==> src/rtl/region_rom_loader.sv <==
// region_rom_loader
//   Splits the hps_io ROM download stream into per-region writes. The stream is
//   a sequence of records, one per region in load order: a 4-byte big-endian
//   byte count followed by that many data bytes. Each region targets either
//   SDRAM (REGION_CS all-zero, base address added, one request/ack handshake
//   per byte) or a block RAM selected by REGION_CS (region-relative address,
//   one-cycle write strobe). Records past the last region are swallowed.
//
// Ports
//   clk, reset          system clock, asynchronous active-high reset
//   ioctl_download      download window; falling edge aborts and pulses load_done
//   ioctl_wr/ioctl_dout one-cycle byte strobe and byte from hps_io
//   ioctl_wait          back-pressure; high while an SDRAM write is outstanding
//   sdr_addr/data/be    SDRAM byte write (byte replicated in both lanes)
//   sdr_req/sdr_ack     request held until the one-cycle ack
//   bram_addr/data/cs   BRAM write, offset within region, cs valid with bram_wr
//   bram_wr             one-cycle BRAM write strobe
//   region              current region index, NUM_REGIONS means discard
//   busy                high from the first accepted byte until back in idle
//   load_done           one-cycle pulse when the download window closes
module region_rom_loader #(
   parameter int NUM_REGIONS = 5,
   parameter int CS_W = 5,
   parameter logic [NUM_REGIONS-1:0][24:0]     REGION_BASE = '0,
   parameter logic [NUM_REGIONS-1:0][CS_W-1:0] REGION_CS   = '0,
   parameter logic [NUM_REGIONS-1:0][1:0]      REGION_MODE = '0
) (
   input  logic                               clk,
   input  logic                               reset,
   input  logic                               ioctl_download,
   input  logic                               ioctl_wr,
   input  logic [7:0]                         ioctl_dout,
   output logic                               ioctl_wait,
   output logic [24:0]                        sdr_addr,
   output logic [15:0]                        sdr_data,
   output logic [1:0]                         sdr_be,
   output logic                               sdr_req,
   input  logic                               sdr_ack,
   output logic [24:0]                        bram_addr,
   output logic [7:0]                         bram_data,
   output logic [CS_W-1:0]                    bram_cs,
   output logic                               bram_wr,
   output logic [$clog2(NUM_REGIONS+1)-1:0]   region,
   output logic                               busy,
   output logic                               load_done
);

   localparam int RW = $clog2(NUM_REGIONS+1);

   typedef enum logic [1:0] {S_IDLE, S_HDR, S_DATA, S_WAIT_SDR} state_t;

   state_t          state_reg;
   logic [RW-1:0]   region_reg;
   logic [1:0]      hdr_cnt_reg;
   logic [23:0]     hdr_reg;
   logic [31:0]     size_reg;
   logic [31:0]     offset_reg;
   logic            dl_prev_reg;
   logic            abort_pend_reg;
   logic            ret_hdr_reg;
   logic            wait_reg;
   logic [24:0]     sdr_addr_reg;
   logic [15:0]     sdr_data_reg;
   logic [1:0]      sdr_be_reg;
   logic            sdr_req_reg;
   logic [24:0]     bram_addr_reg;
   logic [7:0]      bram_data_reg;
   logic [CS_W-1:0] bram_cs_reg;
   logic            bram_wr_reg;
   logic            busy_reg;
   logic            load_done_reg;

   // Per-region tables unpacked from the parameter vectors.
   logic [24:0]     base_tbl [NUM_REGIONS];
   logic [CS_W-1:0] cs_tbl   [NUM_REGIONS];
   logic [1:0]      mode_tbl [NUM_REGIONS];

   genvar gi;
   generate
      for (gi = 0; gi < NUM_REGIONS; gi++) begin : g_region_tbl
         assign base_tbl[gi] = REGION_BASE[gi];
         assign cs_tbl[gi]   = REGION_CS[gi];
         assign mode_tbl[gi] = REGION_MODE[gi];
      end
   endgenerate

   logic [24:0]     cur_base;
   logic [CS_W-1:0] cur_cs;
   logic [1:0]      cur_mode;
   logic [24:0]     off_lin;
   logic [24:0]     off_map;
   logic [24:0]     sdr_target;
   logic [31:0]     hdr_size;
   logic            in_discard;
   logic            accept;
   logic            dl_fall;
   logic            last_byte;

   // Region lookup; the discard index matches no entry and yields zeros.
   always_comb begin
      cur_base = '0;
      cur_cs   = '0;
      cur_mode = '0;
      for (int i = 0; i < NUM_REGIONS; i++) begin
         if (region_reg == RW'(i)) begin
            cur_base = base_tbl[i];
            cur_cs   = cs_tbl[i];
            cur_mode = mode_tbl[i];
         end
      end
   end

   assign off_lin = offset_reg[24:0];

   always_comb begin
      case (cur_mode)
         2'd1:    off_map = {off_lin[24:3], off_lin[1:0], off_lin[2]};
         2'd2:    off_map = {off_lin[24:1], ~off_lin[0]};
         default: off_map = off_lin;
      endcase
   end

   assign sdr_target = cur_base + off_map;   // wraps modulo 2^25
   assign hdr_size   = {hdr_reg, ioctl_dout};
   assign in_discard = (region_reg == RW'(NUM_REGIONS));
   // Bytes strobed while wait is high are protocol violations and dropped.
   assign accept     = ioctl_download & ioctl_wr & ~wait_reg;
   assign dl_fall    = dl_prev_reg & ~ioctl_download;
   assign last_byte  = ((offset_reg + 32'd1) == size_reg);

   always_ff @(posedge clk or posedge reset) begin
      if (reset) begin
         state_reg      <= S_IDLE;
         region_reg     <= '0;
         hdr_cnt_reg    <= '0;
         hdr_reg        <= '0;
         size_reg       <= '0;
         offset_reg     <= '0;
         dl_prev_reg    <= 1'b0;
         abort_pend_reg <= 1'b0;
         ret_hdr_reg    <= 1'b0;
         wait_reg       <= 1'b0;
         sdr_addr_reg   <= '0;
         sdr_data_reg   <= '0;
         sdr_be_reg     <= '0;
         sdr_req_reg    <= 1'b0;
         bram_addr_reg  <= '0;
         bram_data_reg  <= '0;
         bram_cs_reg    <= '0;
         bram_wr_reg    <= 1'b0;
         busy_reg       <= 1'b0;
         load_done_reg  <= 1'b0;
      end else begin
         dl_prev_reg   <= ioctl_download;
         bram_wr_reg   <= 1'b0;
         bram_cs_reg   <= '0;
         load_done_reg <= 1'b0;
         case (state_reg)
            S_IDLE: begin
               busy_reg <= 1'b0;
               if (dl_fall)
                  load_done_reg <= 1'b1;
               if (ioctl_download) begin
                  state_reg      <= S_HDR;
                  region_reg     <= '0;
                  hdr_cnt_reg    <= '0;
                  offset_reg     <= '0;
                  abort_pend_reg <= 1'b0;
               end
            end
            S_HDR: begin
               if (dl_fall) begin
                  state_reg     <= S_IDLE;   // partial header is simply dropped
                  load_done_reg <= 1'b1;
                  busy_reg      <= 1'b0;
               end else if (accept) begin
                  busy_reg <= 1'b1;
                  if (!in_discard) begin
                     if (hdr_cnt_reg == 2'd3) begin
                        hdr_cnt_reg <= '0;
                        size_reg    <= hdr_size;
                        if (hdr_size == 32'd0) begin
                           region_reg <= region_reg + RW'(1);
                        end else begin
                           state_reg  <= S_DATA;
                           offset_reg <= '0;
                        end
                     end else begin
                        hdr_reg     <= {hdr_reg[15:0], ioctl_dout};
                        hdr_cnt_reg <= hdr_cnt_reg + 2'd1;
                     end
                  end
               end
            end
            S_DATA: begin
               if (dl_fall) begin
                  state_reg     <= S_IDLE;
                  load_done_reg <= 1'b1;
                  busy_reg      <= 1'b0;
               end else if (accept) begin
                  busy_reg   <= 1'b1;
                  offset_reg <= offset_reg + 32'd1;
                  if (last_byte)
                     region_reg <= region_reg + RW'(1);
                  if (cur_cs == '0) begin
                     sdr_addr_reg <= sdr_target;
                     sdr_data_reg <= {ioctl_dout, ioctl_dout};
                     sdr_be_reg   <= sdr_target[0] ? 2'b10 : 2'b01;
                     sdr_req_reg  <= 1'b1;
                     wait_reg     <= 1'b1;
                     ret_hdr_reg  <= last_byte;
                     state_reg    <= S_WAIT_SDR;
                  end else begin
                     bram_addr_reg <= off_map;
                     bram_data_reg <= ioctl_dout;
                     bram_cs_reg   <= cur_cs;
                     bram_wr_reg   <= 1'b1;
                     state_reg     <= last_byte ? S_HDR : S_DATA;
                  end
               end
            end
            S_WAIT_SDR: begin
               // An abort here must not strand the SDRAM controller mid-write,
               // so it is remembered and taken only once the ack arrives.
               if (sdr_ack) begin
                  sdr_req_reg <= 1'b0;
                  wait_reg    <= 1'b0;
                  if (abort_pend_reg || dl_fall) begin
                     state_reg      <= S_IDLE;
                     load_done_reg  <= 1'b1;
                     busy_reg       <= 1'b0;
                     abort_pend_reg <= 1'b0;
                  end else begin
                     state_reg <= ret_hdr_reg ? S_HDR : S_DATA;
                  end
               end else if (dl_fall) begin
                  abort_pend_reg <= 1'b1;
               end
            end
            default: state_reg <= S_IDLE;
         endcase
      end
   end

   assign ioctl_wait = wait_reg;
   assign sdr_addr   = sdr_addr_reg;
   assign sdr_data   = sdr_data_reg;
   assign sdr_be     = sdr_be_reg;
   assign sdr_req    = sdr_req_reg;
   assign bram_addr  = bram_addr_reg;
   assign bram_data  = bram_data_reg;
   assign bram_cs    = bram_cs_reg;
   assign bram_wr    = bram_wr_reg;
   assign region     = region_reg;
   assign busy       = busy_reg;
   assign load_done  = load_done_reg;

endmodule

==> config.mk <==
export PLATFORM = sky130hd
export DESIGN_NAME = region_rom_loader
export DESIGN_NICKNAME = d
export VERILOG_FILES = /design/src/rtl/region_rom_loader.sv
export SDC_FILE = /design/constraint.sdc
export NUM_CORES = 1
export LEC_CHECK = 0
export BUFFER_PORTS_ARGS = -buffer_cell sky130_fd_sc_hd__buf_2
export CORE_MARGIN = 1
export CORE_UTILIZATION = 63
export CTS_BUF_LIST = sky130_fd_sc_hd__clkbuf_8 sky130_fd_sc_hd__clkbuf_16
export CTS_CLUSTER_DIAMETER = 30
export CTS_CLUSTER_SIZE = 16
export DETAILED_ROUTE_END_ITERATION = 16
export GPL_ROUTABILITY_DRIVEN = 1
export GPL_TIMING_DRIVEN = 1
export PLACE_DENSITY_LB_ADDON = 0.08
export SLEW_MARGIN = 30
export SYNTH_ARGS = -nofsm -noshare
export SYNTH_HDL_FRONTEND = slang
export SYNTH_SLANG_ARGS = --single-unit
==> constraint.sdc <==
create_clock -name clk -period 11 [get_ports clk]
set_clock_uncertainty 0.1 [all_clocks]
set_input_delay 2.2 -clock clk [delete_from_list [all_inputs] [get_ports clk]]
set_output_delay 2.2 -clock clk [all_outputs]
set_load 0.01 [all_outputs]
# Yosys cells after proc, flatten, opt, wreduce, memory -nomap -nowiden
# Index checks and enable logic that the tools add are counted.
dict set report classes {
  n_mux 54
  n_bitwise 8
  n_eq_ne 26
  n_reduce_logical 19
  addsub 3
}
# cell count
set ops {}
lappend ops {{32-bit 2-to-1 mux} 8}
lappend ops {{32-bit one-hot mux with 3 select lines} 1}
lappend ops {{2-bit 2-to-1 mux} 17}
lappend ops {{32-bit by 1-bit adder with 32-bit output, second input constant} 1}
lappend ops {{32-bit equality test} 1}
lappend ops {{32-bit zero test} 1}
lappend ops {{3-bit 2-to-1 mux} 9}
lappend ops {{2-bit != test, second input constant} 12}
lappend ops {{3-bit != test, second input constant} 7}
lappend ops {{5-bit AND reduction} 3}
lappend ops {{1-bit 2-to-1 mux} 12}
lappend ops {{10-bit AND reduction} 1}
lappend ops {{3-bit one-hot mux with 3 select lines} 1}
lappend ops {{9-bit AND reduction} 1}
lappend ops {{2-bit one-hot mux with 4 select lines} 1}
lappend ops {{4-bit AND reduction} 2}
lappend ops {{7-bit AND reduction} 1}
lappend ops {{2-bit equality test, second input constant} 3}
lappend ops {{1-bit one-hot mux with 2 select lines} 3}
lappend ops {{3-bit AND reduction} 2}
lappend ops {{2-bit nonzero test} 3}
lappend ops {{1-bit NOT} 5}
lappend ops {{2-bit one-hot mux with 2 select lines} 1}
lappend ops {{3-bit by 1-bit adder with 3-bit output, second input constant} 1}
lappend ops {{11 further kinds} 13}
dict set report totals {
  register_bits 144
  out_inout_bits 89
  input_bits 13
}

# Longest topological paths before layout
dict set report depth {
  ltp_word 7
  ltp_mapped 13
}

# Worst setup path after synthesis
# OpenSTA, ideal clock, no wires.
dict set report synth_path {
  path_kind {input to register}
  from {input ioctl_wr}
  to {register offset_reg[23]}
  n_path_buf 2
  arrival_time_ps 3778
  slack_ps 7026
  path_stages 10
  required_ps 10804
  path_cell_list {nand2_1 -> nor2_1 -> nand2_1 -> a211o_1 -> a21o_1 -> inv_1 -> nand2_1 -> clkbuf_1 -> clkbuf_1 -> o31ai_1}
}
dict set report synth_between {
  elab_chain_len 4
  word_cells_on_any_way 5
  cone_classes {eq/ne: 2; bitwise: 2; reduce/logical: 1}
}
# item line
set synth_rtl {}
lappend synth_rtl {{from (decl)} 31} ;# input logic ioctl_wr,
lappend synth_rtl {{1-bit bitwise AND (*) (2 in series)} 127} ;# assign accept = ioctl_download & ioctl_wr & ~wait_reg;
lappend synth_rtl {{2-bit != test (no line)} -}
lappend synth_rtl {{9-bit AND reduction (no line) (*)} -}
lappend synth_rtl {{to (signal assigned)} 202} ;# offset_reg <= offset_reg + 32'd1;
lappend synth_rtl {{to (decl)} 57} ;# logic [31:0] offset_reg;
# Every way passes the cells marked *; elsewhere a longest branch is shown, timed or not.
# A chain may end at the register's enable or synchronous reset.

# Final worst setup path
dict set report layout_path {
  from {input ioctl_download}
  to {register offset_reg[18]}
}
dict set report layout_between {
  elab_chain_len 4
  word_cells_on_any_way 10
  cone_classes {eq/ne: 5; bitwise: 4; reduce/logical: 1}
}
# item line
set layout_rtl {}
lappend layout_rtl {{from (decl)} 30} ;# input logic ioctl_download,
lappend layout_rtl {{1-bit bitwise AND / 1-bit NOT (equally long branches)} {127, 128}}
lappend layout_rtl {{1-bit bitwise AND (on tied branches)} {127, 128}}
lappend layout_rtl {{2-bit != test (no line)} -}
lappend layout_rtl {{9-bit AND reduction (no line) (*)} -}
# Marked as above.

==> out/qor.txt <==
CP peak stage delay: 0.52 ns
Synth unique cells: 61
WL/cell: 17.9 um
Postcts setup bufs: 0
Commonest non-fill, non-tap cell in the layout: nand2_1
Commonest cells after routing, fill and taps aside: 140 x nand2_1, 135 x dfrtp_1, 62 x buf_2
TritonCTS clock tree: built
Highest Clock Rate: 230 MHz
Clock transition at the registers of the reported paths: 0.05 ns
H-tree depth: 4
Vias in the first global route: 5435
Tot Pwr: 1.54 mW
Yosys reg bits: 135
Reg-to-reg critical path endpoint: region[0]
Setup TNS: 0 ns
Synth warnings: 0
Post-synthesis sequential area ratio: 45.6%
Final non-filler cell area: 8130 um^2
Fin crit share: 39.5%
Critical path startpoint: ioctl_download
LEAKAGE: 3.99 nW
Max Slew Vio Count: 0
Global routing's busiest layer: met2
Critical-path cell list: buf_2 > nand2_1 > nor2_1 > nand2_1 > a211o_1 > a21o_1 > buf_4 > inv_1 > nand2_2 > o41ai_1
Power per Cell Area: 189 nW/um^2
Worst skew pair latency: 0.43 ns
Hold-fix buffers at CTS: 0
Crit path time final: 4.34 ns
Cell area after synthesis: 7410 um^2
Clock power frac: 37.6%
# rows: 39
Hold EP: sdr_addr[10]
Final hold slack: 0.365 ns
DRC viols: 0
Slew headroom: 40.8%
R2R cell count: 10
Initial antenna violation count: 0
FF-to-FF Start: offset_reg[0]
WP data arrival: 4.55 ns
Maxcap violations: 0
Total CTS buffers: 17
Final setup fails: 0
Unrepaired setup endpoints after global routing: no
Top cell by count, worst path: nand2_1
Diodes inserted: 0
Outcome: completed
Clk buf depth: 2
Sw power: 482 uW
Grt total ovfl: 0
Area grow syn2layout: 9.82%
ANT nets after route: 0
Die X: 110 um
Reg2reg setup slack: 6.99 ns
Root buf cell: clkbuf_16
Hold Crit Class: flip-flop to flip-flop
CP Class: primary input to flip-flop
CP max stage cell: o41ai_1
Core area: 11400 um^2
CTS resizes: 0
# fillers: 863
Critical Path Fanout Max: 33
Grt met1 use: 42.3%
Die Ht: 110 um
Sequential cell fraction of total power: 40.5%
HP Start: sdr_addr[10]
Grt met2 use: 45.9%
Number of DRC markers in iteration 0: 392
Port Buf Inserts: 62
Number of synthesized flops with an enable pin: 0
Vias: 5653
Critical Path RT: 11.20 ns
GR Util met3: 5.27%
Total length of routed wires: 17.0 mm
Post-DP Area: 7520 um^2
Worst Setup Start Kind: primary input
DP Wirelength: 12.1 mm
Clock sink count: 135
Layout cells sized above 1: 21.8%
Starting Density: 64.9%
Nature of the critical path endpoint: flip-flop
Pint: 1.06 mW
Top FF cell, synth: dfrtp_1
Final hold violations: 0
First-pass DRT Iterations: 5
Hold path depth: 2
Comb pwr share: 21.9%
Global-route wire length before repair: 28.6 mm
Num ports: 102
Routability cong.: 0.955
Post-layout nets: 815
GRT Total Usage: 29.7%
VDD IR max: 0.200 mV
Worst-Margin Slew: 0.887 ns
Sw Ratio: 31.3%
Largest net degree at the start of global routing: 76
Post-synthesis cell count: 762
Die area: 12200 um^2
Vias per std cell: 5.95
Mapped Avg Cell Area: 9.72 um^2
FFs w/ async S/R, synth: 100%
## cells by family after synthesis
group           count (synthesis)  synth area share [%]
compound gates                130                  11.3
xor+xnor                       45                  5.32
fa+ha+maj                       8                  1.35
buf+inv                       106                  8.51
flops                         135                  45.6
mux                            60                  9.09
other cells                     1                0.0506
simple gates                  277                  18.8
## synth_stat cells (all sizes together) (3+ instances only)
library cell | instances | area share (%)
a21oi | 22 | 1.5
o211ai | 4 | 0.47
mux2 | 58 | 8.8
and2 | 8 | 0.68
or3 | 4 | 0.34
ha | 8 | 1.4
nand4 | 19 | 1.9
xnor2 | 25 | 3.0
nand3b | 4 | 0.41
clkbuf | 27 | 1.4
nor4 | 15 | 1.5
xor2 | 20 | 2.4
a22o | 5 | 0.59
dfrtp | 135 | 46
nor2 | 28 | 1.4
and4 | 4 | 0.47
nand3 | 19 | 1.8
nor3 | 14 | 1.2
and3 | 3 | 0.25
o31ai | 19 | 1.9
a31oi | 9 | 0.76
o41ai | 7 | 0.83
nor2b | 5 | 0.42
nand2 | 141 | 7.1
inv | 12 | 0.61
nand2b | 6 | 0.51
buf | 67 | 6.5
o21ai | 46 | 3.1
a21o | 3 | 0.30
## power by group through the flow
| stage | clock (mW) | sequential [mW] | combinational [mW] |
|---|---|---|---|
| after floorplan | 0 | 0.621 | 0.249 |
| after global placement | 0 | 0.627 | 0.319 |
| after detailed placement | 0 | 0.631 | 0.334 |
| after CTS | 0.584 | 0.624 | 0.335 |
| after global routing | 0.604 | 0.634 | 0.374 |
| final | 0.579 | 0.624 | 0.337 |
## how the worst max path moves through the flow
| stage | end | slack (ns) | depth (start not counted) |
|---|---|---|---|
| after floorplan | abort_pend_reg | 5.09 | 1 |
| after global placement | offset_reg[15] | 6.05 | 11 |
| after detailed placement | offset_reg[15] | 5.93 | 11 |
| after CTS | offset_reg[18] | 6.36 | 10 |
| after global routing | offset_reg[18] | 6.49 | 10 |
| final | offset_reg[18] | 6.66 | 10 |
## worst max-delay path: cells and delay by family
| kind | cells | cell delay [ns] |
|---|---|---|
| compound gates | 3 | 1.03 |
| simple gates | 4 | 0.77 |
| buf+inv | 3 | 0.52 |
## through the flow
stage,utilization (%),setup slack (ns),cells
floorplan,-,5.09,800
global placement,65.8,6.05,918
detailed placement,65.8,5.93,918
CTS,71.2,6.36,950
global route,71.2,6.49,950
finish,71.2,6.66,950
## layer usage
metal	routed length (um)	vias to the layer above
li1	-	2658
met1	7760	2746
met2	7950	225
met3	1000	24
met4	291	0
met5	0	-
## area by class of cell
type | count | area, um^2 | area share [%]
Sequential cell | 135 | 3380 | 41.5
Multi-Input combinational cell | 559 | 3550 | 43.7
Clock inverter | 13 | 156 | 1.92
Tap cell | 143 | 179 | 2.20
Timing Repair Buffer | 69 | 367 | 4.51
Inverter | 12 | 47.5 | 0.585
Clock buffer | 19 | 453 | 5.57
Power figures use the tool's default switching activity.
